### src/rtl/sa_operand_serializer_pkg.sv
// sa_pkg: shared FSM states and serial length for the bit-serial adder feeder and its collector.
// Define SA_SER_SIGN_EXT_EN for two's-complement operands, which adds one sign bit to each serial word.
package sa_pkg;
  typedef enum logic [1:0] {ST_IDLE, ST_CLR, ST_SHIFT, ST_DONE} state_e;
  localparam int SA_WIDTH = 4;
  function automatic int nbits_f(input int w);
`ifdef SA_SER_SIGN_EXT_EN
    return w + 1;
`else
    return w;
`endif
  endfunction
  localparam int NBITS = nbits_f(SA_WIDTH);
  localparam int CNT_W = $clog2(NBITS + 1);
endpackage

### src/rtl/sa_operand_serializer_if.sv
// sa_operand_serializer_if: operand word handshake.
// Signals: in_valid, in_ready, op_a/op_b (WIDTH), op_cin. Modports: master (producer), slave (serializer).
interface sa_operand_serializer_if #(parameter int WIDTH = 4) ();
  logic in_valid, in_ready, op_cin;
  logic [WIDTH-1:0] op_a, op_b;
  modport master(output in_valid, op_a, op_b, op_cin, input in_ready);
  modport slave(input in_valid, op_a, op_b, op_cin, output in_ready);
endinterface

### src/rtl/sa_operand_serializer_piso.sv
// sa_piso: parallel-load right-shift register exposing its LSB.
// Ports: clk, reset_n (async active-low), load, shift, d[N-1:0], q0.
module sa_piso #(parameter int N = 4) (
  input  logic         clk,
  input  logic         reset_n,
  input  logic         load,
  input  logic         shift,
  input  logic [N-1:0] d,
  output logic         q0
);
  logic [N-1:0] sh_q, sh_d;
  always_comb sh_d = load ? d : shift ? sh_q >> 1 : sh_q;
  always_ff @(posedge clk or negedge reset_n)
    if (!reset_n) sh_q <= '0;
    else sh_q <= sh_d;
  assign q0 = sh_q[0];
endmodule

### src/rtl/sa_operand_serializer.sv
// sa_operand_serializer: feeds a bit-serial adder LSB-first from a parallel operand handshake.
// Ports: clk, reset_n (async active-low), in_if (slave: in_valid/in_ready/op_a/op_b/op_cin),
// flush (sync abort), sa_clr/sa_a/sa_b/sa_cin to the adder, bit_valid/last_bit/done for the collector.
// SA_SER_SIGN_EXT_EN: append a replicated MSB so the adder yields a WIDTH+1-bit signed sum.
module sa_operand_serializer import sa_pkg::*; #(parameter int WIDTH = 4) (
  input  logic                  clk,
  input  logic                  reset_n,
  sa_operand_serializer_if.slave in_if,
  input  logic                  flush,
  output logic                  sa_clr,
  output logic                  sa_a,
  output logic                  sa_b,
  output logic                  sa_cin,
  output logic                  bit_valid,
  output logic                  last_bit,
  output logic                  done
);
  localparam int N = nbits_f(WIDTH);
  localparam int CW = $clog2(N + 1);
  state_e state_q, state_d;
  logic [CW-1:0] cnt_q, cnt_d;
  logic cin_q, cin_d, in_ready_q, in_ready_d, sa_clr_q, sa_clr_d, sa_a_q, sa_a_d, sa_b_q, sa_b_d;
  logic sa_cin_q, sa_cin_d, bit_valid_q, bit_valid_d, last_bit_q, last_bit_d, done_q, done_d;
  logic accept, emit, a0, b0;
  logic [N-1:0] da, db;
`ifdef SA_SER_SIGN_EXT_EN
  assign da = {in_if.op_a[WIDTH-1], in_if.op_a};
  assign db = {in_if.op_b[WIDTH-1], in_if.op_b};
`else
  assign da = in_if.op_a;
  assign db = in_if.op_b;
`endif
  assign accept = state_q == ST_IDLE && in_if.in_valid && in_ready_q && !flush;
  sa_piso #(.N(N)) u_piso_a (.clk(clk), .reset_n(reset_n), .load(accept), .shift(emit), .d(da), .q0(a0));
  sa_piso #(.N(N)) u_piso_b (.clk(clk), .reset_n(reset_n), .load(accept), .shift(emit), .d(db), .q0(b0));
  // Outputs are registered, so each branch computes what the state being entered presents.
  always_comb begin
    state_d = state_q;
    cnt_d = cnt_q;
    cin_d = cin_q;
    emit = 1'b0;
    in_ready_d = 1'b0;
    sa_clr_d = 1'b0;
    sa_a_d = 1'b0;
    sa_b_d = 1'b0;
    sa_cin_d = 1'b0;
    bit_valid_d = 1'b0;
    last_bit_d = 1'b0;
    done_d = 1'b0;
    if (flush && state_q != ST_IDLE) begin
      state_d = ST_IDLE;
      in_ready_d = 1'b1;
      sa_clr_d = 1'b1;
    end else begin
      case (state_q)
        ST_IDLE: begin
          in_ready_d = !accept;
          sa_clr_d = accept;
          state_d = accept ? ST_CLR : ST_IDLE;
          cnt_d = accept ? '0 : cnt_q;
          cin_d = accept ? in_if.op_cin : cin_q;
        end
        ST_DONE: begin
          state_d = ST_IDLE;
          in_ready_d = 1'b1;
        end
        default: begin
          if (state_q == ST_SHIFT && last_bit_q) begin
            state_d = ST_DONE;
            done_d = 1'b1;
          end else begin
            state_d = ST_SHIFT;
            emit = 1'b1;
            sa_a_d = a0;
            sa_b_d = b0;
            sa_cin_d = (cnt_q == '0) ? cin_q : 1'b0;
            bit_valid_d = 1'b1;
            last_bit_d = cnt_q == CW'(N - 1);
            cnt_d = cnt_q + 1'b1;
          end
        end
      endcase
    end
  end
  always_ff @(posedge clk or negedge reset_n)
    if (!reset_n) begin
      state_q <= ST_IDLE;
      cnt_q <= '0;
      cin_q <= 1'b0;
      in_ready_q <= 1'b0;
      sa_clr_q <= 1'b1;
      sa_a_q <= 1'b0;
      sa_b_q <= 1'b0;
      sa_cin_q <= 1'b0;
      bit_valid_q <= 1'b0;
      last_bit_q <= 1'b0;
      done_q <= 1'b0;
    end else begin
      state_q <= state_d;
      cnt_q <= cnt_d;
      cin_q <= cin_d;
      in_ready_q <= in_ready_d;
      sa_clr_q <= sa_clr_d;
      sa_a_q <= sa_a_d;
      sa_b_q <= sa_b_d;
      sa_cin_q <= sa_cin_d;
      bit_valid_q <= bit_valid_d;
      last_bit_q <= last_bit_d;
      done_q <= done_d;
    end
  assign in_if.in_ready = in_ready_q;
  assign sa_clr = sa_clr_q;
  assign sa_a = sa_a_q;
  assign sa_b = sa_b_q;
  assign sa_cin = sa_cin_q;
  assign bit_valid = bit_valid_q;
  assign last_bit = last_bit_q;
  assign done = done_q;
endmodule

### src/flat_wrapper.sv
// flat-port wrapper written by rule: the top's interface ports become plain ports
module sa_operand_serializer_flat import sa_pkg::*;
#(parameter int WIDTH = 4)
  (clk, reset_n, flush, sa_clr, sa_a, sa_b, sa_cin, bit_valid, last_bit, done, in_if_in_valid, in_if_op_a, in_if_op_b, in_if_op_cin, in_if_in_ready);
  sa_operand_serializer_if #(.WIDTH(WIDTH)) in_if_i ();
  input  logic clk;
  input  logic reset_n;
  input  logic flush;
  output logic sa_clr;
  output logic sa_a;
  output logic sa_b;
  output logic sa_cin;
  output logic bit_valid;
  output logic last_bit;
  output logic done;
  input wire logic [$bits(in_if_i.in_valid)-1:0] in_if_in_valid;
  input wire logic [$bits(in_if_i.op_a)-1:0] in_if_op_a;
  input wire logic [$bits(in_if_i.op_b)-1:0] in_if_op_b;
  input wire logic [$bits(in_if_i.op_cin)-1:0] in_if_op_cin;
  output wire logic [$bits(in_if_i.in_ready)-1:0] in_if_in_ready;
  assign in_if_i.in_valid = in_if_in_valid;
  assign in_if_i.op_a = in_if_op_a;
  assign in_if_i.op_b = in_if_op_b;
  assign in_if_i.op_cin = in_if_op_cin;
  assign in_if_in_ready = in_if_i.in_ready;
  sa_operand_serializer #(.WIDTH(WIDTH)) u_core (.clk(clk), .reset_n(reset_n), .in_if(in_if_i), .flush(flush), .sa_clr(sa_clr), .sa_a(sa_a), .sa_b(sa_b), .sa_cin(sa_cin), .bit_valid(bit_valid), .last_bit(last_bit), .done(done));
endmodule
### config.mk
export PLATFORM = sky130hd
export DESIGN_NAME = sa_operand_serializer_flat
export DESIGN_NICKNAME = d
export VERILOG_FILES = /design/src/rtl/sa_operand_serializer_pkg.sv /design/src/rtl/sa_operand_serializer_if.sv /design/src/rtl/sa_operand_serializer_piso.sv /design/src/rtl/sa_operand_serializer.sv /design/src/flat_wrapper.sv
export SDC_FILE = /design/constraint.sdc
export NUM_CORES = 1
export LEC_CHECK = 0
export CAP_MARGIN = 10
export CELL_PAD_IN_SITES_DETAIL_PLACEMENT = 0
export CELL_PAD_IN_SITES_GLOBAL_PLACEMENT = 1
export CORE_MARGIN = 3
export CORE_UTILIZATION = 38
export DETAILED_ROUTE_END_ITERATION = 10
export HOLD_SLACK_MARGIN = 0.08
export PLACE_DENSITY_LB_ADDON = 0.12
export REMOVE_ABC_BUFFERS = 1
export SLEW_MARGIN = 20
export SYNTH_ARGS = -nofsm -noshare
export SYNTH_HDL_FRONTEND = slang
export SYNTH_SLANG_ARGS = --single-unit
### constraint.sdc
create_clock -name clk -period 2.1 [get_ports clk]
set_clock_uncertainty 0.1 [all_clocks]
set_input_delay 0.525 -clock clk [delete_from_list [all_inputs] [get_ports clk]]
set_output_delay 0.525 -clock clk [all_outputs]
set_load 0.01 [all_outputs]
==> results by group <==
Routing
  – Initial drt markers: 29
  – Drt pass-1 iters: 4
  – Drt total wl: 2110 µm
  – WL/cell: 13.8 µm
  – Vias per std cell: 5.12
  – Via Count: 784
  – DRC: 0
  – Final ANT Viol Nets: 0

Min path
  – Hold Path Class: flip-flop to flip-flop

Floorplan
  – Die Y: 58.7 µm
  – Row cnt: 18
  – I/O pin cnt: 21
  – Die width: 58.7 µm
  – Initial Util: 41.2%
  – Die area: 0.00345 mm²
  – Core box area: 0.00257 mm²

Final layout
  – Share of post-route cells with drive strength above 1: 9.76%
  – FF+latch area: 552 µm²
  – FILL cells: 247
  – Final layout net count: 143
  – Diode count: 0
  – Final Util: 52.2%
  – Synth-to-layout area growth: 26.9%
  – Area of the multi-input gates: 454 µm²

Setup path
  – Top delay family on crit path: flip-flops
  – Worst setup EP type: primary output
  – Crit path DAT: 1.37 ns
  – Critical path class: flip-flop to primary output
  – Worst Path Max Fanout: 1
  – Slowest-stage cell, CP: dfstp_2
  – Slowest stage delay, CP: 0.54 ns
  – CP bufs+invs: 1
  – Startpoint Class: flip-flop
  – Worst Path Required: 1.47 ns
  – Critical-path cell list: clkdlybuf4s50_1
  – Worst R2R Setup Slack: 0.29 ns

STA
  – Setup TNS: 0 ns
  – Final Hold Vio Count: 0
  – Final count of negative-setup-slack endpoints: 0
  – Max-slew headroom: 71.9%
  – Final WS setup: 0.102 ns
  – Max Slew Vio Count: 0
  – FMAX: 0.500 GHz
  – Hold Slack: 0.384 ns
  – RSZ-0062 raised after global routing: false
  – Final period utilization: 95.2%
  – Period minus WS final: 2.00 ns
  – Tightest Pin Transition: 0.422 ns

Power and ir drop
  – PwrDens: 1180 mW/mm²
  – LEAKAGE: 0.613 nW
  – Total power: 1.59 mW
  – Worst vdd ir: 0.648 mV

Placed design
  – GP Congestion: 0.767
  – HPWL Detailed: 1500 µm
  – Port bufs: 20
  – Place WS: 0.0975 ns

Logic synthesis
  – Mapped Avg Cell Area: 10.5 µm²
  – Top cell type's share of synthesized area: 49.7%
  – Most common library cells after synthesis: nand2_1, dfrtp_1
  – Top_reg_cell synth: dfrtp_1
  – Synth Area in Compound Gates: 14.4%
  – Synth top area cells: dfrtp_1, nand2_1, ha_1
  – Post-synthesis mux area share: 0%
  – Xor/xnor share of the synthesized area: 0%
  – Area leader, netlist: dfrtp_1
  – Post-Syn Area: 0.00106 mm²
  – Syn. warnings: 0
  – Yosys reg bits: 22
  – Most frequent cell after synthesis: nand2_1
  – Dominant combinational cell family by area after synthesis: simple AND/OR/NAND/NOR gates
  – EDFF count, synth: 0
  – Post-Synth Simple-Gate Area: 21.4%
  – Synth async-reset ratio: 100%
  – Post-Synth Adder-Cell Area: 7.10%
  – Sequential fraction of the synthesis area: 52.2%
  – Synth cell types: 29
  – Cells after Synth: 101

CTS
  – Number of buffers created by CTS: 3
  – Clk slew on worst S/H paths: 0.14 ns
  – PostCTS Resize Cnt: 0
  – Setup Fix Bufs, Post-CTS: 0
  – Maximum root-to-sink buffer count: 2
  – CTS tree: yes
  – Worst skew pair latency: 0.32 ns
  – Clock sink count: 22
  – Root Buffer: clkbuf_4
  – Hold-fix buffers at CTS: 0
  – Max H-tree Level: 1

Global routing
  – Vias in the first global route: 828
  – Initial antenna violation count: 0
  – Largest net degree at the start of global routing: 23
  – Global-route wire length before repair: 3730 µm
  – Total grt overflow: 0
  – GRT Util Overall: 13.9%

Flow run
  – Max_cap viols: 0

Outcome
  – Status: completed
==> layer usage <==
layer	vias to the layer above	part of all wire [%]	global-route usage, %
li1	405	-	-
met1	361	49	18.9
met2	18	47	22.1
met3	0	3.9	3.29
met4	0	0	4.21
met5	-	0	0
==> state kept, by name (all words and copies together), names as in the netlist <==
signal,count
u_core.sa_b,1
u_core.in_if.in_ready,1
u_core.u_piso_a.sh_q,4
u_core.sa_a,1
u_core.sa_cin,1
u_core.bit_valid,1
u_core.u_piso_b.sh_q,4
u_core.state_q,2
u_core.done,1
u_core.sa_clr,1
u_core.last_bit,1
u_core.cin_q,1
u_core.cnt_q,3
==> cell families after synthesis <==
kind of cell,after synthesis
AND/OR/NAND/NOR,41
flip-flops,22
AO/OA/AOI/OAI,20
buffers and inverters,12
adder cells (fa/ha/maj),6
==> cells in the final DEF (no fill, tap or decap) <==
cell / instances
or2_4: 1
ha_1: 6
o311ai_1: 6
o22ai_1: 2
bufinv_16: 1
nand2b_1: 1
dfrtp_1: 21
and4b_1: 1
a211o_1: 2
nor4_1: 2
o211ai_1: 6
a211oi_1: 1
nand4b_4: 1
nor3_1: 3
nor2_1: 1
nand2_1: 22
o21ai_1: 1
and2_1: 5
inv_1: 6
a21o_1: 1
dfstp_2: 1
nand3b_1: 1
o21ai_0: 1
and3b_1: 1
inv_2: 2
nand3_2: 1
clkdlybuf4s50_1: 20
nor2b_1: 1
clkbuf_4: 3
buf_4: 2
==> layout make-up <==
class / count / area share, %
multi-input combinational: 67 / 33.9
clock inverter: 1 / 2.24
inverter: 8 / 2.24
sequential: 22 / 41.1
clock buffer: 3 / 1.68
timing repair buffer: 22 / 16.0
tap: 30 / 2.80
==> through the flow <==
stage / area (µm²) / std cells
3_5_place_dp: 1290 / 149
2_1_floorplan: 1040 / 97
4_1_cts: 1340 / 153
6_report: 1340 / 153
3_3_place_gp: 1290 / 149
5_1_grt: 1340 / 153
==> report_power, final <==
part	internal [mW]	switching [mW]	total, mW	leakage, nW
sequential	0.571	0.0760	0.647	0.287
combinational	0.275	0.331	0.606	0.298
clock	0.193	0.139	0.332	0.0279
total	1.04	0.546	1.59	0.613
==> worst paths after layout <==
check                                            start                        end  cells after the start
hold / removal             u_core.cnt_q[2]$_DFFE_PN0P_    u_core.sa_cin$_DFF_PN0_                      1
max in group asynchronous                      reset_n    u_core.sa_clr$_DFF_PN1_                      2
min in group asynchronous                      reset_n    u_core.sa_cin$_DFF_PN0_                      2
setup / recovery               u_core.sa_clr$_DFF_PN1_                     sa_clr                      1
setup reg to reg           u_core.state_q[0]$_DFF_PN0_  u_core.last_bit$_DFF_PN0_                      6
hold reg to reg            u_core.cnt_q[2]$_DFFE_PN0P_    u_core.sa_cin$_DFF_PN0_                      1
No activity file was read; power rests on OpenSTA's default activity.
==> variant (same flow settings) <==
`WIDTH` is set to 4 in 3 places; all go to 2.
--- a/src/rtl/sa_operand_serializer_if.sv
+++ b/src/rtl/sa_operand_serializer_if.sv
@@ -2,3 +2,3 @@
 // Signals: in_valid, in_ready, op_a/op_b (WIDTH), op_cin. Modports: master (producer), slave (serializer).
-interface sa_operand_serializer_if #(parameter int WIDTH = 4) ();
+interface sa_operand_serializer_if #(parameter int WIDTH = 2) ();
   logic in_valid, in_ready, op_cin;
--- a/src/rtl/sa_operand_serializer.sv
+++ b/src/rtl/sa_operand_serializer.sv
@@ -4,3 +4,3 @@
 // SA_SER_SIGN_EXT_EN: append a replicated MSB so the adder yields a WIDTH+1-bit signed sum.
-module sa_operand_serializer import sa_pkg::*; #(parameter int WIDTH = 4) (
+module sa_operand_serializer import sa_pkg::*; #(parameter int WIDTH = 2) (
   input  logic                  clk,
--- a/src/flat_wrapper.sv
+++ b/src/flat_wrapper.sv
@@ -2,3 +2,3 @@
 module sa_operand_serializer_flat import sa_pkg::*;
-#(parameter int WIDTH = 4)
+#(parameter int WIDTH = 2)
   (clk, reset_n, flush, sa_clr, sa_a, sa_b, sa_cin, bit_valid, last_bit, done, in_if_in_valid, in_if_op_a, in_if_op_b, in_if_op_cin, in_if_in_ready);
Ports: changed (resized in_if_op_a and in_if_op_b); port bits go from 21 to 17. No check against the original RTL was run, so the function may have changed too.
==> variant against the unedited design <==
Routed wire length shrank 31%. Sequential power decreased by 20%. Global-route usage decreased by 0.67 points. Power shrank 26%. Sequential cell count decreased by 5. Hold slack improved by 0.0082 ns. Cell area fell by 26%. Clock power is 48% lower. Worst setup slack better by 0.050 ns. Area after synthesis down 27%. Largest power group unchanged. Highest routed layer unchanged.
==> variant: results (changes against the unedited design) <==
outcome: "complete, no violations"  # unchanged
nFillCells: 178  # was 247
grt_use_total_pct: 13.3  # was 13.9%
synthXorXnorAreaFrac_pct: 0  # unchanged
port_buffers: 16  # was 20
syn_avg_cell_area_um2: 10.8  # was 10.5 um^2
synthFlopType: "dfrtp_1"  # unchanged
cp_max_fo: 1  # unchanged
cp.arrival_ns: 1.32  # was 1.37 ns
synth_compound_area_share_pct: 8.94  # was 14.4%
postCtsSetupBuffers: 0  # unchanged
htree_levels: 1  # unchanged
dpl_cell_area_um2: 971  # was 1290 um^2
antenna_found_initial: 0  # unchanged
ys_top_cells_by_count: "dfrtp_1, nand2_1, inv_1, and2_1, ha_1"  # was nand2_1, dfrtp_1
cts_buffers: 3  # unchanged
yosysSeqAreaShare_pct: 55.4  # was 52.2%
crit_start: "u_core.sa_clr"  # unchanged
root_buffer: "clkbuf_4"  # unchanged
drt-total-wl_um: 1460  # was 2110 um
drtIter0Drc: 7  # was 29
place_hpwl_um: 1150  # was 1500 um
hold_path.class: "reg2reg"  # unchanged
synth.distinct_cells: 25  # was 29
ir_drop_mv: 0.431  # was 0.648 mV
clock_path_buffers: 2  # unchanged
clk_pin_slew_ns: 0.09  # was 0.14 ns
fin_setup_tns_ns: 0  # unchanged
setup_violations: 0  # unchanged
grt_first_pass_wirelength_um: 2540  # was 3730 um
cp_slowest_cell: "dfstp_2"  # unchanged
synth_async_sr_flop_share_pct: 100  # unchanged
leakage_uw: 0.000468  # was 0.000613 uW
grt_pass1_vias: 580  # was 828
drive_gt1_share_pct: 8.70  # was 9.76%
rrSetupSlack_ns: 0.53  # was 0.29 ns
synth.area.mux_share_pct: 0  # unchanged
antenna_cells: 0  # unchanged
viasPerCell: 4.90  # was 5.12
ys_top_cells_by_area: "dfrtp_1, ha_1, nand2_1"  # was dfrtp_1, nand2_1, ha_1
cts_resized: 0  # unchanged
first_pass_iters: 2  # was 4
critPathTopFamily: "flip-flops"  # unchanged
reg2regPathDepth: 5  # was 6
timing_worst_slew_pin_value_ns: 0.368  # was 0.422 ns
r2r_end: "u_core.u_piso_b.sh_q[1]"  # was u_core.last_bit
gp_congestion: 0.766  # was 0.767
crit_path_end: "sa_clr"  # unchanged
wl_per_cell_um: 12.5  # was 13.8 um
timing.rr.start: "u_core.state_q[1]"  # was u_core.state_q[0]
grt_max_degree: 10  # was 23
slowest_delay_ns: 0.52  # was 0.54 ns
synth_warnings: 0  # unchanged
clock_latency_ns: 0.28  # was 0.32 ns
place_inst: 113  # was 149
synth_adder_area_share_pct: 8.13  # was 7.10%
## variant: logic make-up after synthesis
family	count (synthesis)
buf+inv	7
fa+ha+maj	5
simple gates	32
flops	17
compound gates	10
## variant: layout make-up
class,instances,area (um^2),area share [%]
sequential,17,427,42.8
multi-input combinational,47,315,31.6
timing repair buffer,18,175,17.6
tap,25,31.3,3.14
clock buffer,4,26.3,2.63
inverter,6,22.5,2.26
## variant: worst min-delay path by stage
stage	end	from	slack, ns	cells after the start
floorplan	u_core.bit_valid	reset_n	0.13	0
detailed placement	u_core.cin_q	u_core.cin_q	0.37	2
global placement	u_core.cin_q	u_core.cin_q	0.36	2
finish	u_core.cin_q	u_core.cin_q	0.39	2
CTS	u_core.cin_q	u_core.cin_q	0.40	2
global route	u_core.cnt_q[1]	u_core.cnt_q[1]	0.41	1
## variant: power by group
part	total [uW]	leakage (uW)	internal [uW]	switching, uW
Clock	172	0.0000150	73.7	98.1
Combinational	483	0.000233	238	245
Sequential	518	0.000220	452	66.6
Total	1170	0.000468	764	410
## variant: per-stage QoR
step	hold slack, ns	worst slack, ns
final	0.392	0.152
after global routing	0.412	0.108
after CTS	0.397	0.135
after detailed placement	0.371	0.141
after global placement	0.356	0.164
after floorplan	0.129	0.652
## variant: routing by layer
metal  track usage (%)  vias to the layer above  wire length [um]
met5                 0                        -                 0
met4              5.38                        0                 0
met3              4.37                        0                79
met2              22.3                       10               720
met1              15.4                      275               660
li1                  -                      288                 -
